### src/rtl/axis_arb_pkg.sv
// Shared types and the round-robin search used by the AXI-Stream packet arbiters.
// The search is sized for up to MAX_IN requesters; callers pass their real count.
package axis_arb_pkg;

    localparam int MAX_IN    = 16;
    localparam int MAX_IDX_W = 4;

    typedef enum logic {
        IDLE,
        PASS
    } arb_state_t;

    typedef struct packed {
        logic                 found;
        logic [MAX_IDX_W-1:0] idx;
    } pick_t;

    // First set bit of req at or after ptr, wrapping modulo n.
    function automatic pick_t rr_pick(
        input logic [MAX_IN-1:0]    req,
        input logic [MAX_IDX_W-1:0] ptr,
        input int                   n
    );
        pick_t res;
        int    cand;
        res.found = 1'b0;
        res.idx   = '0;
        for (int off = 0; off < MAX_IN; off++) begin
            cand = int'(ptr) + off;
            if (cand >= n) cand = cand - n;
            if (off < n && !res.found && req[cand[MAX_IDX_W-1:0]]) begin
                res.found = 1'b1;
                res.idx   = cand[MAX_IDX_W-1:0];
            end
        end
        return res;
    endfunction

endpackage

### src/rtl/axis_rr_pick.sv
// Combinational round-robin priority picker: N_IN request bits and a start pointer
// in, one-hot grant, binary index and found flag out.
module axis_rr_pick
    import axis_arb_pkg::*;
#(
    parameter int N_IN  = 4,
    parameter int IDX_W = $clog2(N_IN)
) (
    input  logic [N_IN-1:0]  req,
    input  logic [IDX_W-1:0] ptr,
    output logic [N_IN-1:0]  gnt_onehot,
    output logic [IDX_W-1:0] gnt_idx,
    output logic             found
);

    logic [MAX_IN-1:0]    req_ext;
    logic [MAX_IDX_W-1:0] ptr_ext;
    pick_t                res;

    // NOTE: every signal written in always_comb is given a default first so no
    // path leaves it unassigned, which is what keeps latches from being inferred.
    always_comb begin
        req_ext             = '0;
        req_ext[N_IN-1:0]   = req;
        ptr_ext             = '0;
        ptr_ext[IDX_W-1:0]  = ptr;
        res                 = rr_pick(req_ext, ptr_ext, N_IN);
        found               = res.found;
        gnt_idx             = res.idx[IDX_W-1:0];
        gnt_onehot          = '0;
        if (res.found) gnt_onehot[gnt_idx] = 1'b1;
    end

endmodule

### src/rtl/axis_rr_arbiter.sv
// Packet-level round-robin AXI-Stream arbiter: the grant is held from first beat to
// tlast. Define AXIS_ARB_SRCID_EN to add the m_tid source-index output.
module axis_rr_arbiter
    import axis_arb_pkg::*;
#(
    parameter  int N_IN   = 4,
    parameter  int BYTES  = 1,
    parameter  int USER_W = 1,
    localparam int IDX_W  = $clog2(N_IN)
) (
    input  logic                    clk,
    input  logic                    reset_n,
    input  logic [N_IN*BYTES*8-1:0] s_tdata,
    input  logic [N_IN-1:0]         s_tvalid,
    input  logic [N_IN-1:0]         s_tlast,
    input  logic [N_IN*USER_W-1:0]  s_tuser,
    output logic [N_IN-1:0]         s_tready,
    output logic [BYTES*8-1:0]      m_tdata,
    output logic                    m_tvalid,
    output logic                    m_tlast,
    output logic [USER_W-1:0]       m_tuser,
    input  logic                    m_tready,
`ifdef AXIS_ARB_SRCID_EN
    output logic [IDX_W-1:0]        m_tid,
`endif
    output logic [N_IN-1:0]         grant,
    output logic [31:0]             pkt_cnt
);

    localparam int DATA_W = BYTES * 8;

    arb_state_t       state_q, state_d;
    logic [IDX_W-1:0] owner_q, owner_d;
    logic [IDX_W-1:0] ptr_q, ptr_d;
    logic [N_IN-1:0]  grant_q, grant_d;
    logic [31:0]      pkt_cnt_q, pkt_cnt_d;

    logic [N_IN-1:0]  pick_onehot;
    logic [IDX_W-1:0] pick_idx;
    logic             pick_found;

    axis_rr_pick #(
        .N_IN  (N_IN),
        .IDX_W (IDX_W)
    ) u_pick (
        .req        (s_tvalid),
        .ptr        (ptr_q),
        .gnt_onehot (pick_onehot),
        .gnt_idx    (pick_idx),
        .found      (pick_found)
    );

    always_comb begin
        state_d   = state_q;
        owner_d   = owner_q;
        ptr_d     = ptr_q;
        grant_d   = grant_q;
        pkt_cnt_d = pkt_cnt_q;
        m_tdata   = '0;
        m_tuser   = '0;
        m_tlast   = 1'b0;
        m_tvalid  = 1'b0;
        s_tready  = '0;
        case (state_q)
            IDLE: begin
                if (pick_found) begin
                    state_d = PASS;
                    owner_d = pick_idx;
                    grant_d = pick_onehot;
                end
            end
            PASS: begin
                m_tdata            = s_tdata[int'(owner_q)*DATA_W +: DATA_W];
                m_tuser            = s_tuser[int'(owner_q)*USER_W +: USER_W];
                m_tlast            = s_tlast[owner_q];
                m_tvalid           = s_tvalid[owner_q];
                s_tready[owner_q]  = m_tready;
                // Only the tlast handshake releases the owner; a stalled source keeps it.
                if (m_tvalid && m_tready && m_tlast) begin
                    state_d   = IDLE;
                    grant_d   = '0;
                    ptr_d     = (owner_q == IDX_W'(N_IN - 1)) ? '0 : owner_q + 1'b1;
                    pkt_cnt_d = pkt_cnt_q + 32'd1;
                end
            end
            default: state_d = IDLE;
        endcase
    end

    // NOTE: sequential state is updated with non-blocking assignments so every flop
    // samples the pre-edge values, independent of statement order.
    always_ff @(posedge clk or negedge reset_n) begin
        if (!reset_n) begin
            state_q   <= IDLE;
            owner_q   <= '0;
            ptr_q     <= '0;
            grant_q   <= '0;
            pkt_cnt_q <= '0;
        end else begin
            state_q   <= state_d;
            owner_q   <= owner_d;
            ptr_q     <= ptr_d;
            grant_q   <= grant_d;
            pkt_cnt_q <= pkt_cnt_d;
        end
    end

    assign grant   = grant_q;
    assign pkt_cnt = pkt_cnt_q;

`ifdef AXIS_ARB_SRCID_EN
    assign m_tid = (state_q == PASS) ? owner_q : '0;
`endif

endmodule

### config.mk
export PLATFORM = sky130hd
export DESIGN_NAME = axis_rr_arbiter
export DESIGN_NICKNAME = d
export VERILOG_FILES = /design/src/rtl/axis_arb_pkg.sv /design/src/rtl/axis_rr_pick.sv /design/src/rtl/axis_rr_arbiter.sv
export SDC_FILE = /design/constraint.sdc
export NUM_CORES = 1
export LEC_CHECK = 0
export ABC_AREA = 1
export BUFFER_PORTS_ARGS = -buffer_cell sky130_fd_sc_hd__buf_2
export CAP_MARGIN = 10
export CELL_PAD_IN_SITES_DETAIL_PLACEMENT = 1
export CELL_PAD_IN_SITES_GLOBAL_PLACEMENT = 1
export CORE_MARGIN = 4
export CORE_UTILIZATION = 32
export DETAILED_ROUTE_END_ITERATION = 10
export PLACE_DENSITY = 0.73
export REMOVE_ABC_BUFFERS = 1
export SYNTH_ARGS = -nofsm -noshare
export SYNTH_HDL_FRONTEND = slang
export SYNTH_SLANG_ARGS = --single-unit
### constraint.sdc
create_clock -name clk -period 1.9 [get_ports clk]
set_input_delay 0.095 -clock clk [delete_from_list [all_inputs] [get_ports clk]]
set_output_delay 0.095 -clock clk [all_outputs]
set_load 0.005 [all_outputs]
==> results of run 1 <==
==> power by group <==
part | switching [uW] | total (uW) | internal (uW)
combinational | 1810 | 2910 | 1100
clock | 308 | 736 | 429
sequential | 180 | 1230 | 1050
total | 2300 | 4870 | 2580
==> state kept, by name, indices dropped and copies added (netlist names) <==
signal   count
grant        4
state_q      1
pkt_cnt     32
ptr_q        2
owner_q      2
==> per-layer routing <==
metal  wire, um  vias to the layer above
met4        131                        0
met3        567                       11
met1       4730                     1563
met2       4710                       96
li1           -                     1646
met5          0                        -
==> repair_timing <==
item,CTS,global route
gates resized for setup,0,8
hold endpoints to repair,25,0
setup endpoints to repair,0,16
buffers inserted,0,2
hold buffers,1,0
==> how the worst min path moves through the flow <==
stage          startpoint                       to
2_1_floorplan     reset_n     grant[0]$_DFFE_PN0P_
4_1_cts           reset_n  pkt_cnt[28]$_DFFE_PN0P_
6_report          reset_n  pkt_cnt[29]$_DFFE_PN0P_
5_1_grt           reset_n  pkt_cnt[11]$_DFFE_PN0P_
3_3_place_gp      reset_n  pkt_cnt[28]$_DFFE_PN0P_
3_5_place_dp      reset_n  pkt_cnt[28]$_DFFE_PN0P_
==> cell families (layout without fill, tap and decap cells) <==
kind of cell,count (synthesis),count (layout)
fa+ha+maj,9,9
compound gates,47,47
xor+xnor,31,31
flops,41,41
simple gates,275,275
buf+inv,51,161
==> cells in the final DEF, fill, tap and decap left out, types with 3 or more instances in the layout <==
master    instances
nor2_1           78
inv_1            32
buf_4            16
a21oi_1          13
nand3_2           3
nand2_2           8
nand3_1          18
xnor2_1           8
nor3_1           17
o21ai_0          30
nor2_2            6
clkbuf_8          6
nand4_1           6
nand2_1         133
buf_2            97
inv_2             5
dfrtp_1          40
ha_1              8
xor2_1           23
==> critical path, stage by stage, from the launching register on <==
cell and delay (ps):
dfrtp_1 380, buf_4 130, buf_4 140, ha_1 170, inv_1 60, nand2_2 60, nand3_2 120, nand3_4 90
o21ai_4 290, nand2_1 110, o21ai_0 120
==> final cells by class <==
cell class | instances | area share [%]
Clock buffer | 7 | 2.19
Clock inverter | 1 | 0.763
Inverter | 38 | 3.69
Multi-Input combinational cell | 362 | 47.0
Sequential cell | 41 | 26.1
Tap cell | 129 | 4.10
Timing Repair Buffer | 115 | 16.1
==> metrics by stage <==
stage | area, sq um | setup slack (ps)
2_1_floorplan | 3000 | -562
3_3_place_gp | 3770 | 165
3_5_place_dp | 3770 | 89.1
4_1_cts | 3900 | 38.2
5_1_grt | 3940 | 4.38
6_report | 3940 | 122
==> flow_metrics.tcl, run 1 <==
set metrics [dict create \
    arrival_ps 1970 \
    cts_made_buffers 5 \
    portBuffers 97 \
    rr_worst_depth 10 \
    max_freq_mhz 562 \
    die_w_um 106 \
    async_flop_share_pct 100 \
    grt_overflow_total 0 \
    use_met1_pct 24.1 \
    die_area_sq_um 11200 \
    final_max_slew_viol_count 0 \
    avgSynthCellArea_sq_um 6.77 \
    cp.required_ps 2090 \
    crit_start "ptr_q[1]$_DFFE_PN0P_" \
    setup_violations 0 \
    wl_per_cell_um 14.6 \
    synth_top_family_by_area "simple AND/OR/NAND/NOR gates" \
    drtIter0Drc 104 \
    multi_input_area_sq_um 1850 \
    peakVddDrop_mv 0.392 \
    netlist-cell-type-count 29 \
    status "completed" \
    crit_path_start_kind "flop" \
    synth_simple_gate_area_share_pct 38.5 \
    cap_violations 0 \
    synth_fa_ha_area_share_pct 3.67 \
    drive_above_1_share_pct 27.3 \
    muxShareOfSynthArea_pct 0 \
    antenna_found_initial 0 \
    synth_top_cells_by_area "dfrtp_1, nand2_1, nor2_1" \
    drcViolationCount 0 \
    hp-class "in -> async" \
    synth.top_cell.area_share_pct 33.4 \
    dp_cells 682 \
    reg2reg_setup_slack_ps 120 \
    row_count 35 \
    fill_cells 1266 \
    finalSetupTns_ps 0 \
    fin_skew_ps 7.80 \
    p_per_area_nw_per_um2 1240 \
    r2r-start "ptr_q[1]$_DFFE_PN0P_" \
    worstPathMaxFanout 10 \
    fin_crit_sh_pct 93.6 \
    synth_edf_count 0 \
    syn_inst 454 \
    path_clk_slew_ps 80 \
    grt-busiest-layer "met2" \
    dp_hpwl_um 8130 \
    synth_common_cells "nand2_1, nor2_1, dfrtp_1" \
    grt_setup_unrepaired "false" \
    register_area_sq_um 1030 \
    period_needed_ps 1780 \
    antennaDiodeCount 0 \
    tightest_slew_ps 627 \
    die_h_um 106 \
    cts_root_buffer "clkbuf_8" \
    viasPerCell 4.78 \
    ys_seq_elements 41 \
    final_cells 693 \
    nets 619 \
    fin_util_pct 42.4 \
    synth_flop_cell "dfrtp_1" \
    yosysMostFrequentCell "nand2_1" \
    cts.sinks 41 \
    synth_compound_area_share_pct 8.51 \
    dr.pass1.iters 4 \
    grt_first_pass_wirelength_um 16900 \
    end_kind "flop" \
    hold_viol_final 0 \
    gr-usage-all-layers_pct 18.4 \
    core_sq_um 9280 \
    synthXorXnorAreaFrac_pct 8.84 \
    globalRouteMet3Util_pct 3.28 \
    clk_latency_ps 300 \
    grt_pass1_vias 3457 \
    worst_hold_slack_ps 341 \
    htree_num_levels 2 \
    drt_wl_total_um 10100 \
    globalRouteMet2Util_pct 31.9 \
    clk_path_buf_depth 2 \
    synth-seq-area-share_pct 33.4 \
    netlist_area_sq_um 3070 \
    initial_core_util_pct 33.1 \
    yosysTopAreaCell "dfrtp_1" \
    critical_path_class "reg -> reg" \
    grt_max_degree 30 \
    totalPowerFinal_uw 4870 \
    area_growth_pct 28.2 \
    ant_nets 0 \
    yosysWarnings 0 \
    vias 3316 \
    endpoint "owner_q[0]$_DFFE_PN0P_" \
    gp_congestion 0.859 \
    slew_headroom_pct 58.2 \
    r2r-end "owner_q[0]$_DFFE_PN0P_" \
    leakage_uw 0.00207 \
    cts_tree "built" \
    top_level_ports 98 \
]
Note: power is estimated with default switching activity, not from simulation.
==> run 2, diff against run 1 <==
SYNTH_HIERARCHICAL = 1   (was default)
==> run 2 against run 1 <==
Compared with the run above:
- final cell count up 13%
- critical path type unchanged
- count of clock-buffer cells in the layout down 2
- register-to-register slack better by 30 ps
- largest cell class unchanged
- critical endpoint is now owner_q[1]$_DFFE_PN0P_
- worst setup slack better by 31 ps
==> flow_metrics.tcl, run 2 <==
set metrics [dict create \
    status "completed" \
    viasPerCell 4.83 \
    die_area_sq_um 12000 \
    cap_violations 0 \
    synth.top_cell.area_share_pct 31.0 \
    portBuffers 97 \
    drcViolationCount 0 \
    worstPathMaxFanout 5 \
    largest_register_ff_count 32 \
    r2r-start "ptr_q[0]$_DFFE_PN0P_" \
    final_max_slew_viol_count 0 \
    tightest_slew_ps 540 \
    syn_inst 538 \
    cp_num_buf_inv 3 \
    hold_viol_final 0 \
    die_w_um 110 \
    finalSetupTns_ps 0 \
    setup_violations 0 \
    slew_headroom_pct 64.0 \
    grt_overflow_total 0 \
    ys_seq_elements 41 \
    netlist_area_sq_um 3310 \
    vias 3794 \
    die_h_um 110 \
    grt-busiest-layer "met2" \
    htree_num_levels 2 \
    worst_hold_slack_ps 415 \
    avgSynthCellArea_sq_um 6.14 \
    synth_edf_count 0 \
    crit_path_start_kind "flop" \
    gp_congestion 0.792 \
    arrival_ps 1920 \
    end_kind "flop" \
    yosysTopAreaCell "dfrtp_1" \
    grt_pass1_vias 3899 \
    fin_skew_ps 3.45 \
    path_cells "inv_2, ha_4, nand3_2, nand3_4, nand2_4, nor2_8, o21ai_2, inv_2, nor2_4, buf_4, nand2_1, o21ai_0" \
    dr.pass1.iters 4 \
    clk_latency_ps 290 \
    drive_above_1_share_pct 25.3 \
    globalRouteMet3Util_pct 2.17 \
    async_flop_share_pct 100 \
    grt_max_degree 42 \
    fin_util_pct 42.6 \
    final_cells 785 \
    globalRouteMet2Util_pct 36.4 \
    crit_slowest_cell "dfrtp_1" \
    clkPwrFrac_pct 11.6 \
    top_level_ports 98 \
    power.internal_uw 2470 \
    slowest_delay_ps 390 \
    drtIter0Drc 105 \
    yosysWarnings 6 \
    cts.sinks 41 \
    p_comb_share_pct 64.7 \
    yosysMostFrequentCell "nand2_1" \
    hp-class "in -> async" \
    clk_path_buf_depth 2 \
    p_seq_share_pct 23.7 \
    grt_setup_unrepaired "false" \
    ant_nets 0 \
    path_common_cell "inv_2" \
    area_growth_pct 27.6 \
    crit_start "ptr_q[0]$_DFFE_PN0P_" \
    synth_flop_cell "dfrtp_1" \
    critical_path_class "reg -> reg" \
    synth-seq-area-share_pct 31.0 \
    peakVddDrop_mv 1.03 \
    use_met1_pct 22.6 \
    switchingPower_uw 2260 \
    antenna_found_initial 0 \
    final_cell_mix "nand2_1, buf_2, nor2_1" \
    synth_common_cells "nand2_1, nor2_1, inv_1" \
    drt_wl_total_um 11100 \
    core_sq_um 9910 \
    p_sw_share_pct 47.8 \
    cts_tree "built" \
    cp.required_ps 2080 \
    cts_root_buffer "clkbuf_8" \
    initial_core_util_pct 33.4 \
    final_common_cell "nand2_1" \
    nets 709 \
    max_freq_mhz 573 \
    netlist-cell-type-count 25 \
    cts_made_buffers 5 \
    synth_top_cells_by_area "dfrtp_1, nand2_1, nor2_1" \
    wl_per_cell_um 14.1 \
    period_needed_ps 1750 \
    pre_cts_ws_ps -358 \
    path_delay_family "simple AND/OR/NAND/NOR gates" \
    gr-usage-all-layers_pct 19.1 \
    dp_cells 774 \
    antennaDiodeCount 0 \
    setup_ws_ps 153 \
    p_per_area_nw_per_um2 1120 \
    grt_first_pass_wirelength_um 18500 \
    row_count 36 \
    leakage_uw 0.00224 \
    dp_hpwl_um 8920 \
    path_clk_slew_ps 80 \
    fin_crit_sh_pct 91.9 \
]
[run 2: cell families (layout without fill, tap and decap cells)]
| family | Yosys count | after routing | share of synthesized area (%) |
|---|---|---|---|
| xor+xnor | 10 | 10 | 2.65 |
| buf+inv | 63 | 177 | 8.21 |
| compound gates | 38 | 38 | 6.21 |
| fa+ha+maj | 9 | 9 | 3.41 |
| flops | 41 | 41 | 31.0 |
| simple gates | 377 | 377 | 48.5 |
[run 2: worst paths after layout]
check | slack [ps] | to | depth (start not counted)
worst max-delay path | 150 | owner_q[1]$_DFFE_PN0P_ | 12
max in group asynchronous | 1120 | pkt_cnt[22]$_DFFE_PN0P_ | 3
worst min-delay path | 420 | pkt_cnt[4]$_DFFE_PN0P_ | 3
min in group clk | 470 | ptr_q[1]$_DFFE_PN0P_ | 8
worst min register to register | 530 | grant[1]$_DFFE_PN0P_ | 2
worst max register to register | 150 | owner_q[1]$_DFFE_PN0P_ | 12
[run 2: cell type report]
type                            instances  area [sq um]
Fill cell                            1377          5690
Multi-Input combinational cell        434          2050
Sequential cell                        41          1030
Timing Repair Buffer                  122           712
Inverter                               49           186
Tap cell                              133           166
Clock buffer                            5          68.8
Clock inverter                          1          5.00
[run 2: repair_timing]
item | in CTS | in global routing
endpoints found under the setup margin | 6 | 6
pin swaps | 1 | 3
hold endpoints to repair | 41 | 0
hold buffers | 1 | 0
setup buffers | 1 | 3
gates resized for setup | 4 | 11
[run 2: stage by stage]
stage,total power [uW],area (sq um)
detailed placement,4000,4050
global placement,3860,4050
global route,5170,4220
floorplan,2780,3220
CTS,4630,4160
finish,4730,4220
[run 2: tightest hold or removal path, stage by stage]
cell	delay, ps
dlygate4sd3_1	520
buf_2	100
buf_4	450
[run 2: power by group through the flow]
stage	clock (uW)	sequential [uW]	combinational, uW
after global placement	0	1120	2730
after floorplan	0	1190	1590
after detailed placement	0	1130	2870
final	546	1120	3060
after CTS	571	1120	2940
after global routing	602	1140	3430
[run 2: metal layers]
layer | routed length (um) | part of all wire [%] | vias to the layer above
met5 | 0 | 0 | -
met4 | 197 | 1.8 | 0
met3 | 313 | 2.8 | 15
met2 | 5800 | 52 | 59
met1 | 4790 | 43 | 1827
li1 | - | - | 1893
